<file path="config.mk">
export PLATFORM = sky130hd
export DESIGN_NAME = vga_timing_gen
export DESIGN_NICKNAME = d
export VERILOG_FILES = /design/src/rtl/vga_pkg.sv /design/src/rtl/vga_timing_gen_axis.sv /design/src/rtl/vga_timing_gen.sv
export SDC_FILE = /design/constraint.sdc
export NUM_CORES = 1
export LEC_CHECK = 0
export BUFFER_PORTS_ARGS = -buffer_cell sky130_fd_sc_hd__buf_2
export CAP_MARGIN = 20
export CORE_ASPECT_RATIO = 1.25
export CORE_UTILIZATION = 33
export DETAILED_ROUTE_END_ITERATION = 8
export SYNTH_ARGS = -nofsm -noshare
export SYNTH_HDL_FRONTEND = slang
export SYNTH_HIERARCHICAL = 1
export SYNTH_SLANG_ARGS = --single-unit
</file>
<file path="constraint.sdc">
create_clock -name clk -period 4.9 [get_ports clk]
set_clock_uncertainty 0.2 [all_clocks]
set_input_delay 0.98 -clock clk [delete_from_list [all_inputs] [get_ports clk]]
set_output_delay 0.98 -clock clk [all_outputs]
set_load 0.1 [all_outputs]
</file>
<file path="src/rtl/vga_pkg.sv">
// vga_pkg: shared timing constants for the VGA raster generator.
//   - 640x480@60 default porch/sync/active values (pixels and lines)
//   - H_TOTAL / V_TOTAL for the default mode
//   - sync polarity constants
package vga_pkg;

    // 640x480@60, 25.175 MHz nominal pixel rate
    localparam int DEF_H_ACTIVE = 640;
    localparam int DEF_H_FP     = 16;
    localparam int DEF_H_SYNC   = 96;
    localparam int DEF_H_BP     = 48;
    localparam int DEF_V_ACTIVE = 480;
    localparam int DEF_V_FP     = 10;
    localparam int DEF_V_SYNC   = 2;
    localparam int DEF_V_BP     = 33;

    localparam int H_TOTAL = DEF_H_ACTIVE + DEF_H_FP + DEF_H_SYNC + DEF_H_BP;
    localparam int V_TOTAL = DEF_V_ACTIVE + DEF_V_FP + DEF_V_SYNC + DEF_V_BP;

    localparam logic POL_LOW  = 1'b0;
    localparam logic POL_HIGH = 1'b1;

endpackage

</file>
<file path="src/rtl/vga_timing_gen_axis.sv">
// timing_axis_counter: one raster axis (horizontal or vertical).
//   Counts 0..TOTAL-1 on each `step`, ordered active / front porch / sync /
//   back porch. Reset lands on the last back-porch position so the first
//   step produces count 0.
// Ports:
//   clk, rst_n  - clock, asynchronous active-low reset
//   step        - advance one position
//   count       - current position (registered)
//   wrap        - this step takes count from TOTAL-1 back to 0 (combinational,
//                 used to step the next axis)
//   active      - count is inside the active region (registered)
//   sync_n      - low while count is inside the sync region (registered)
module timing_axis_counter #(
    parameter int ACTIVE = 640,
    parameter int FP     = 16,
    parameter int SYNC   = 96,
    parameter int BP     = 48,
    parameter int W      = 10
) (
    input  logic         clk,
    input  logic         rst_n,
    input  logic         step,
    output logic [W-1:0] count,
    output logic         wrap,
    output logic         active,
    output logic         sync_n
);

    localparam int TOTAL = ACTIVE + FP + SYNC + BP;

    localparam logic [W-1:0] LAST      = W'(TOTAL - 1);
    localparam logic [W-1:0] ACT_END   = W'(ACTIVE);
    localparam logic [W-1:0] SYNC_BEG  = W'(ACTIVE + FP);
    localparam logic [W-1:0] SYNC_END  = W'(ACTIVE + FP + SYNC);

    logic [W-1:0] count_q, count_d;
    logic         active_q, active_d;
    logic         sync_n_q, sync_n_d;

    assign wrap = step && (count_q == LAST);

    // Flags are decoded from the next count so they change on the same edge
    // as the count itself.
    always_comb begin
        count_d  = count_q;
        active_d = active_q;
        sync_n_d = sync_n_q;
        if (step) begin
            count_d  = wrap ? '0 : count_q + 1'b1;
            active_d = (count_d < ACT_END);
            sync_n_d = !((count_d >= SYNC_BEG) && (count_d < SYNC_END));
        end
    end

    always_ff @(posedge clk or negedge rst_n) begin
        if (!rst_n) begin
            count_q  <= LAST;
            active_q <= 1'b0;
            sync_n_q <= 1'b1;
        end else begin
            count_q  <= count_d;
            active_q <= active_d;
            sync_n_q <= sync_n_d;
        end
    end

    assign count  = count_q;
    assign active = active_q;
    assign sync_n = sync_n_q;

endmodule

</file>
<file path="src/rtl/vga_timing_gen.sv">
// vga_timing_gen: parametrised VGA raster timing generator.
//   A clock-enable divider produces one pixel step every CLK_DIV clocks; two
//   axis counters track (x,y). Every output is a flop (or a constant-polarity
//   inversion / AND of flops), so no input reaches an output combinationally.
// Ports:
//   clk, rst_n   - system clock, asynchronous active-low reset
//   en           - run; low freezes divider, counters and outputs
//   pix_ce       - one-clock pulse in the cycle after the outputs advance
//   h_sync       - horizontal sync, HS_POL while asserted
//   v_sync       - vertical sync, VS_POL while asserted
//   in_display   - current pixel is in the active area
//   x, y         - current raster position (not masked in blanking)
//   line_start   - current pixel has x==0
//   frame_start  - current pixel has x==0 and y==0
module vga_timing_gen
    import vga_pkg::*;
#(
    parameter int   H_ACTIVE = DEF_H_ACTIVE,
    parameter int   H_FP     = DEF_H_FP,
    parameter int   H_SYNC   = DEF_H_SYNC,
    parameter int   H_BP     = DEF_H_BP,
    parameter int   V_ACTIVE = DEF_V_ACTIVE,
    parameter int   V_FP     = DEF_V_FP,
    parameter int   V_SYNC   = DEF_V_SYNC,
    parameter int   V_BP     = DEF_V_BP,
    parameter logic HS_POL   = POL_LOW,
    parameter logic VS_POL   = POL_LOW,
    parameter int   CLK_DIV  = 2,
    parameter int   X_W      = 10,
    parameter int   Y_W      = 10
) (
    input  logic           clk,
    input  logic           rst_n,
    input  logic           en,
    output logic           pix_ce,
    output logic           h_sync,
    output logic           v_sync,
    output logic           in_display,
    output logic [X_W-1:0] x,
    output logic [Y_W-1:0] y,
    output logic           line_start,
    output logic           frame_start
);

    localparam int               DIV_W    = (CLK_DIV > 1) ? $clog2(CLK_DIV) : 1;
    localparam logic [DIV_W-1:0] DIV_LAST = DIV_W'(CLK_DIV - 1);

    logic [DIV_W-1:0] div_q, div_d;
    logic             pix_ce_q, pix_ce_d;
    logic             line_start_q, line_start_d;
    logic             frame_start_q, frame_start_d;
    logic             step;
    logic             h_wrap, v_wrap;
    logic             h_active, v_active;
    logic             h_sync_n, v_sync_n;

    // `en` gates the step itself, so dropping it on a step edge suppresses it.
    assign step = en && (div_q == DIV_LAST);

    always_comb begin
        div_d         = div_q;
        line_start_d  = line_start_q;
        frame_start_d = frame_start_q;
        pix_ce_d      = step;
        if (en) begin
            div_d = step ? '0 : div_q + 1'b1;
        end
        if (step) begin
            line_start_d  = h_wrap;
            frame_start_d = h_wrap && v_wrap;
        end
    end

    always_ff @(posedge clk or negedge rst_n) begin
        if (!rst_n) begin
            div_q         <= '0;
            pix_ce_q      <= 1'b0;
            line_start_q  <= 1'b0;
            frame_start_q <= 1'b0;
        end else begin
            div_q         <= div_d;
            pix_ce_q      <= pix_ce_d;
            line_start_q  <= line_start_d;
            frame_start_q <= frame_start_d;
        end
    end

    timing_axis_counter #(
        .ACTIVE(H_ACTIVE), .FP(H_FP), .SYNC(H_SYNC), .BP(H_BP), .W(X_W)
    ) u_h_axis (
        .clk    (clk),
        .rst_n  (rst_n),
        .step   (step),
        .count  (x),
        .wrap   (h_wrap),
        .active (h_active),
        .sync_n (h_sync_n)
    );

    // Vertical axis steps on the horizontal wrap, so v_sync changes on whole
    // lines together with x returning to 0.
    timing_axis_counter #(
        .ACTIVE(V_ACTIVE), .FP(V_FP), .SYNC(V_SYNC), .BP(V_BP), .W(Y_W)
    ) u_v_axis (
        .clk    (clk),
        .rst_n  (rst_n),
        .step   (h_wrap),
        .count  (y),
        .wrap   (v_wrap),
        .active (v_active),
        .sync_n (v_sync_n)
    );

    assign pix_ce      = pix_ce_q;
    assign line_start  = line_start_q;
    assign frame_start = frame_start_q;
    assign in_display  = h_active && v_active;
    assign h_sync      = HS_POL ? ~h_sync_n : h_sync_n;
    assign v_sync      = VS_POL ? ~v_sync_n : v_sync_n;

endmodule
</file>
# Word level (Yosys, flattened, before mapping)
# Cells that the tools add are included.
# word_totals
mem_count	0
mem_bits_rw	0
in_bits	3
romBits	0
latch_bits	0
register_bits	28
output_inout_bits	26
elab_cells	33
# classes
magnitude_cmp	6
n_eq_ne	2
n_mul	0
addsub	3
n_div	0
n_reduce_logical	9
n_mux	3
shifts	0
n_bitwise	0
# op_table
op	count
adder 10 x 1 -> 10 bit (second input constant)	2
== test 10 bit (second input constant)	2
less-than comparator 10 bit (second input constant)	2
less-than comparator 10 x 9 -> 1 bit (second input constant)	2
2-to-1 mux 10 bit	2
greater-or-equal comparator 10 bit (second input constant)	1
greater-or-equal comparator 10 x 9 -> 1 bit (second input constant)	1
logical AND 1 bit	7
zero test 1 bit	2
adder 1 bit (second input constant)	1
2-to-1 mux 1 bit	1

# Depth between registers and ports, before layout
# logic_depth
depth_word	7
mapped_depth	9
mapped_depth_nobuf	7

# By module
# Netlist, hierarchy kept.
# by_module_without_submodules
mod	area_per_inst_um2	cells_per_inst	seq_area_each_um2	instances
timing_axis_counter at u_h_axis	742.0	75	310.3	1
timing_axis_counter at u_v_axis	708.2	72	305.3	1
vga_timing_gen	153.9	11	100.1	1

# Worst setup path after synthesis
# Ideal clock, no wire load.
# synth_path
path_kind	register to register
from	reg u_h_axis.count_q[0], in the netlist u_h_axis/count[0]
to	reg u_v_axis.count_q[7], in the netlist u_v_axis/count[7]
period_less_slack_ns	3.055
path_stages_with_launch	10
required_ns	4.539
setup_ns	0.161
setup_slack_ns	1.845
path_buffers	2
t_arrival_ns	2.695
cell_sequence	dfstp_2 > ha_1 > and4_1 > buf_6 > and3_1 > buf_2 > inv_1 > or3_1 > or2_2 > xnor2_1
# synth_between
elab_chain_len	4
# synth_lines
item	line	rtl
from (decl)	vga_timing_gen_axis.sv:36	logic [W-1:0] count_q, count_d;
from (signal assigned)	vga_timing_gen_axis.sv:61	count_q <= count_d;
== test 10 bit (*)	vga_timing_gen_axis.sv:40	assign wrap = step && (count_q == LAST);
logical AND 1 bit (*)	vga_timing_gen_axis.sv:40	
net h_wrap	vga_timing_gen.sv:53	logic h_wrap, v_wrap;
logical AND 1 bit	vga_timing_gen_axis.sv:40	
2-to-1 mux 10 bit	vga_timing_gen_axis.sv:49	count_d = wrap ? '0 : count_q + 1'b1;
to (signal assigned)	vga_timing_gen_axis.sv:61	
to (decl)	vga_timing_gen_axis.sv:36	
# The timed path passes the listed nets; every way through them passes the cells marked *.
# A chain may end at the register's enable or synchronous reset.

# Worst setup path after layout
# layout_path
from	reg u_h_axis.count_q[0], in the netlist u_h_axis/count[0]
to	reg u_v_axis.active_q, in the netlist u_v_axis/active
# layout_between
elab_chain_len	5
# layout_lines
item	line	rtl
== test 10 bit	vga_timing_gen_axis.sv:40	
logical AND 1 bit	vga_timing_gen_axis.sv:40	
net h_wrap	vga_timing_gen.sv:53	
logical AND 1 bit	vga_timing_gen_axis.sv:40	
net v_wrap	vga_timing_gen.sv:53	
2-to-1 mux 10 bit	vga_timing_gen_axis.sv:49	
less-than comparator 10 x 9 -> 1 bit	vga_timing_gen_axis.sv:50	active_d = (count_d < ACT_END);
to (signal assigned)	vga_timing_gen_axis.sv:62	active_q <= active_d;
to (decl)	vga_timing_gen_axis.sv:37	logic active_q, active_d;
# The timed path passes the listed nets, and every way through them passes these cells.

==> summary.json <==
{
  "critPathRequiredTime_ns": 4.88,
  "synthMuxAreaShare_pct": 2.26,
  "grt_overflow": 0,
  "die_h_um": 80.0,
  "first_global_vias": 1239,
  "grt_first_pass_wirelength_um": 5630,
  "cp-endpoint": "u_v_axis/active",
  "synthDominantCellAreaShare_pct": 25.0,
  "syn-num-nets": 164,
  "worst_r2r_path_depth": 8,
  "viasPerCell": 5.34,
  "wl_met3_um": 115,
  "synth_area_leaders": "sky130_fd_sc_hd__dfrtp_1 (25%), sky130_fd_sc_hd__dfstp_2 (20%), sky130_fd_sc_hd__xnor2_1 (4.4%)",
  "hold_buffers": 0,
  "maxSlewHeadroom_pct": 59.5,
  "whs_path_depth": 1,
  "crit_path_cell_trace": "ha_1, and4_1, and3_1, buf_4, nand4_1, nor4_4, a21oi_2, o31ai_1",
  "slew_viol_final": 0,
  "drt-wirelength-per-cell_um": 14.1,
  "place.detailed.hpwl_um": 2420,
  "cap_violations": 0,
  "cp-end-kind": "flop",
  "reg2reg_setup_slack_ns": 2.00,
  "area_of_the_core_region_um2": 4690,
  "max_freq_ghz": 0.345,
  "setup.worst_path.start": "u_h_axis/count[0]",
  "report.final.setup_viol": 0,
  "top_layer": "met4",
  "diodes": 0,
  "wl_um": 3410,
  "grt_usage_pct": 13.7,
  "crit_arrival_ns": 2.88,
  "yosys.area_share.xor_xnor_pct": 7.10,
  "critical-path-max-stage-delay_ns": 0.59,
  "worst-slew-pin-transition_ns": 0.607,
  "synthesis.area_um2": 1600,
  "drt_first_pass_iters": 4,
  "portBuffers": 28,
  "worst-path-max-fanout": 21,
  "final_critical_path_setup_slack_ns": 2.00,
  "cts_inserted_buffers": 3,
  "postCtsSetupBuffers": 0,
  "route.antenna.remaining_nets": 0,
  "ios": 29,
  "ys_dominant_reg_cell": "sky130_fd_sc_hd__dfrtp_1",
  "die_width_um": 64.4,
  "synth_top_family_by_area": "simple AND/OR/NAND/NOR gates",
  "final.period_utilization_pct": 59.2,
  "synth.lib_cells_used.distinct": 55,
  "initial_standard_cell_utilization_of_the_core_pct": 34.2,
  "detail_route.wirelength.met1_um": 1620,
  "synth_fa_ha_area_share_pct": 2.34,
  "vias": 1292,
  "critical_path.slowest_cell": "sky130_fd_sc_hd__dfstp_2",
  "p_leak_nw": 0.781,
  "pwr_density_cell_nw_per_um2": 393,
  "ys_ff_latch": 28,
  "gp_routability_congestion": 0.750,
  "rows": 28,
  "synth.largest_area_cell": "sky130_fd_sc_hd__dfrtp_1",
  "area_of_the_die_um2": 5150,
  "post_synthesis_mean_instance_area_um2": 10.2,
  "post_cts_resize_count": 0,
  "clock_tree.buffer_depth": 2,
  "grt_max_degree": 29,
  "layout_min_cycle_time_ns": 2.90,
  "hold_path_class": "flop to flop",
  "post_synth_simple_gate_area_pct": 23.7,
  "post_route_cells_drive_above_1_share_pct": 30.2,
  "status": "complete, no violations",
  "number_of_antenna_violations_at_the_first_check_in_global_routing": 0,
  "r2r-end": "u_v_axis/active",
  "ctsRootBufferMaster": "sky130_fd_sc_hd__clkbuf_8",
  "clk_pin_slew_ns": 0.10,
  "syn_inst": 158,
  "rsz_0062_raised_after_global_routing": "false",
  "nets": 189,
  "final_cell_mix": "sky130_fd_sc_hd__buf_2 (28), sky130_fd_sc_hd__dfrtp_1 (16), sky130_fd_sc_hd__nand2_1 (14)",
  "hold_viol_final": 0,
  "routed-wl-met2_um": 1660,
  "layout.cells.most_common": "sky130_fd_sc_hd__buf_2",
  "worstSetupStartpointType": "flop",
  "cts_num_sinks": 28,
  "area_growth_pct": 12.9,
  "initialDrtViolationCount": 56,
  "tritoncts": "done",
  "regToRegStartpoint": "u_h_axis/count[0]",
  "drc": 0,
  "clkLatencyLatePin_ns": 0.27,
  "synth_compound_gate_area_share_pct": 13.9,
  "dpl_worst_slack_ns": 1.86,
  "yosysWarnings": 6,
  "peakVddDrop_v": 0.000111,
  "synth_async_sr_flop_share_pct": 100,
  "totalNegativeSetupSlack_ns": 0,
  "synth_enable_flop_cells": 0,
  "synth_seq_area_share_pct": 44.6,
  "ctsHtreeMaxLevel": 1,
  "crit_type": "flop to flop"
}
==> critical path, delay by kind of cell, from the launching register on <==
| family | cells | cell delay (ns) |
|---|---|---|
| AOI/OAI and AO/OA | 2 | 0.33 |
| adders and majority gates | 1 | 0.24 |
| buffers and inverters | 1 | 0.23 |
| DFF | 1 | 0.59 |
| and+or+nand+nor | 4 | 1.20 |
==> worst min path at each step <==
stage / from / endpoint / slack (ns)
2_1_floorplan: u_v_axis/active / u_v_axis/active / 0.24
3_3_place_gp: div_q / div_q / 0.28
3_5_place_dp: div_q / div_q / 0.29
4_1_cts: div_q / div_q / 0.30
5_1_grt: div_q / div_q / 0.31
6_report: div_q / div_q / 0.30
==> per-stage QoR <==
step                power [mW]  util [%]  cell area (um2)  hold WS, ns  std cells
floorplan                0.536         -             1600        0.244        158
global placement         0.572      37.4             1760        0.277        238
detailed placement       0.574      37.4             1760        0.287        238
CTS                      0.718      38.6             1810        0.303        242
global route             0.741      38.6             1810        0.313        242
finish                   0.712      38.6             1810        0.299        242
==> layout make-up <==
class | count | area (um2)
Clock buffer | 4 | 55.1
Timing Repair Buffer | 29 | 148
Multi-Input combinational cell | 114 | 791
Tap cell | 60 | 75.1
Sequential cell | 28 | 716
Inverter | 7 | 26.3
Fill cell | 495 | 2880
==> cell usage after synthesis, drive strengths merged, types with 3 or more instances <==
| cell type | number |
|---|---|
| dfrtp | 16 |
| nand2 | 15 |
| dfstp | 12 |
| xnor2 | 8 |
| inv | 7 |
| nand3 | 7 |
| nand4 | 7 |
| nor2 | 7 |
| buf | 6 |
| a21oi | 5 |
| nor3 | 5 |
| xor2 | 5 |
| a31oi | 4 |
| and3 | 4 |
| o21ai | 4 |
| o31ai | 4 |
| clkbuf | 3 |
| ha | 3 |
==> metal layers <==
metal  up-vias  global-route usage [%]
li1        618                       -
met1       647                    17.9
met2        25                    23.3
met3         2                    2.43
met4         0                    3.33
met5         -                       0
==> power breakdown <==
| group | internal, mW | switching (mW) |
|---|---|---|
| clock | 0.0719 | 0.0717 |
| sequential | 0.275 | 0.0363 |
| combinational | 0.0486 | 0.209 |
| total | 0.396 | 0.317 |
==> cell families (layout without fill, tap and decap cells) <==
logic type                 Yosys count  count (layout)
AOI/OAI and AO/OA                   31              31
xor gates and xnor gates            13              13
adders and majority gates            3               3
and+or+nand+nor                     64              64
buffers and inverters               16              40
muxes                                3               3
DFF                                 28              28
Note: power is estimated with default switching activity, not from simulation.
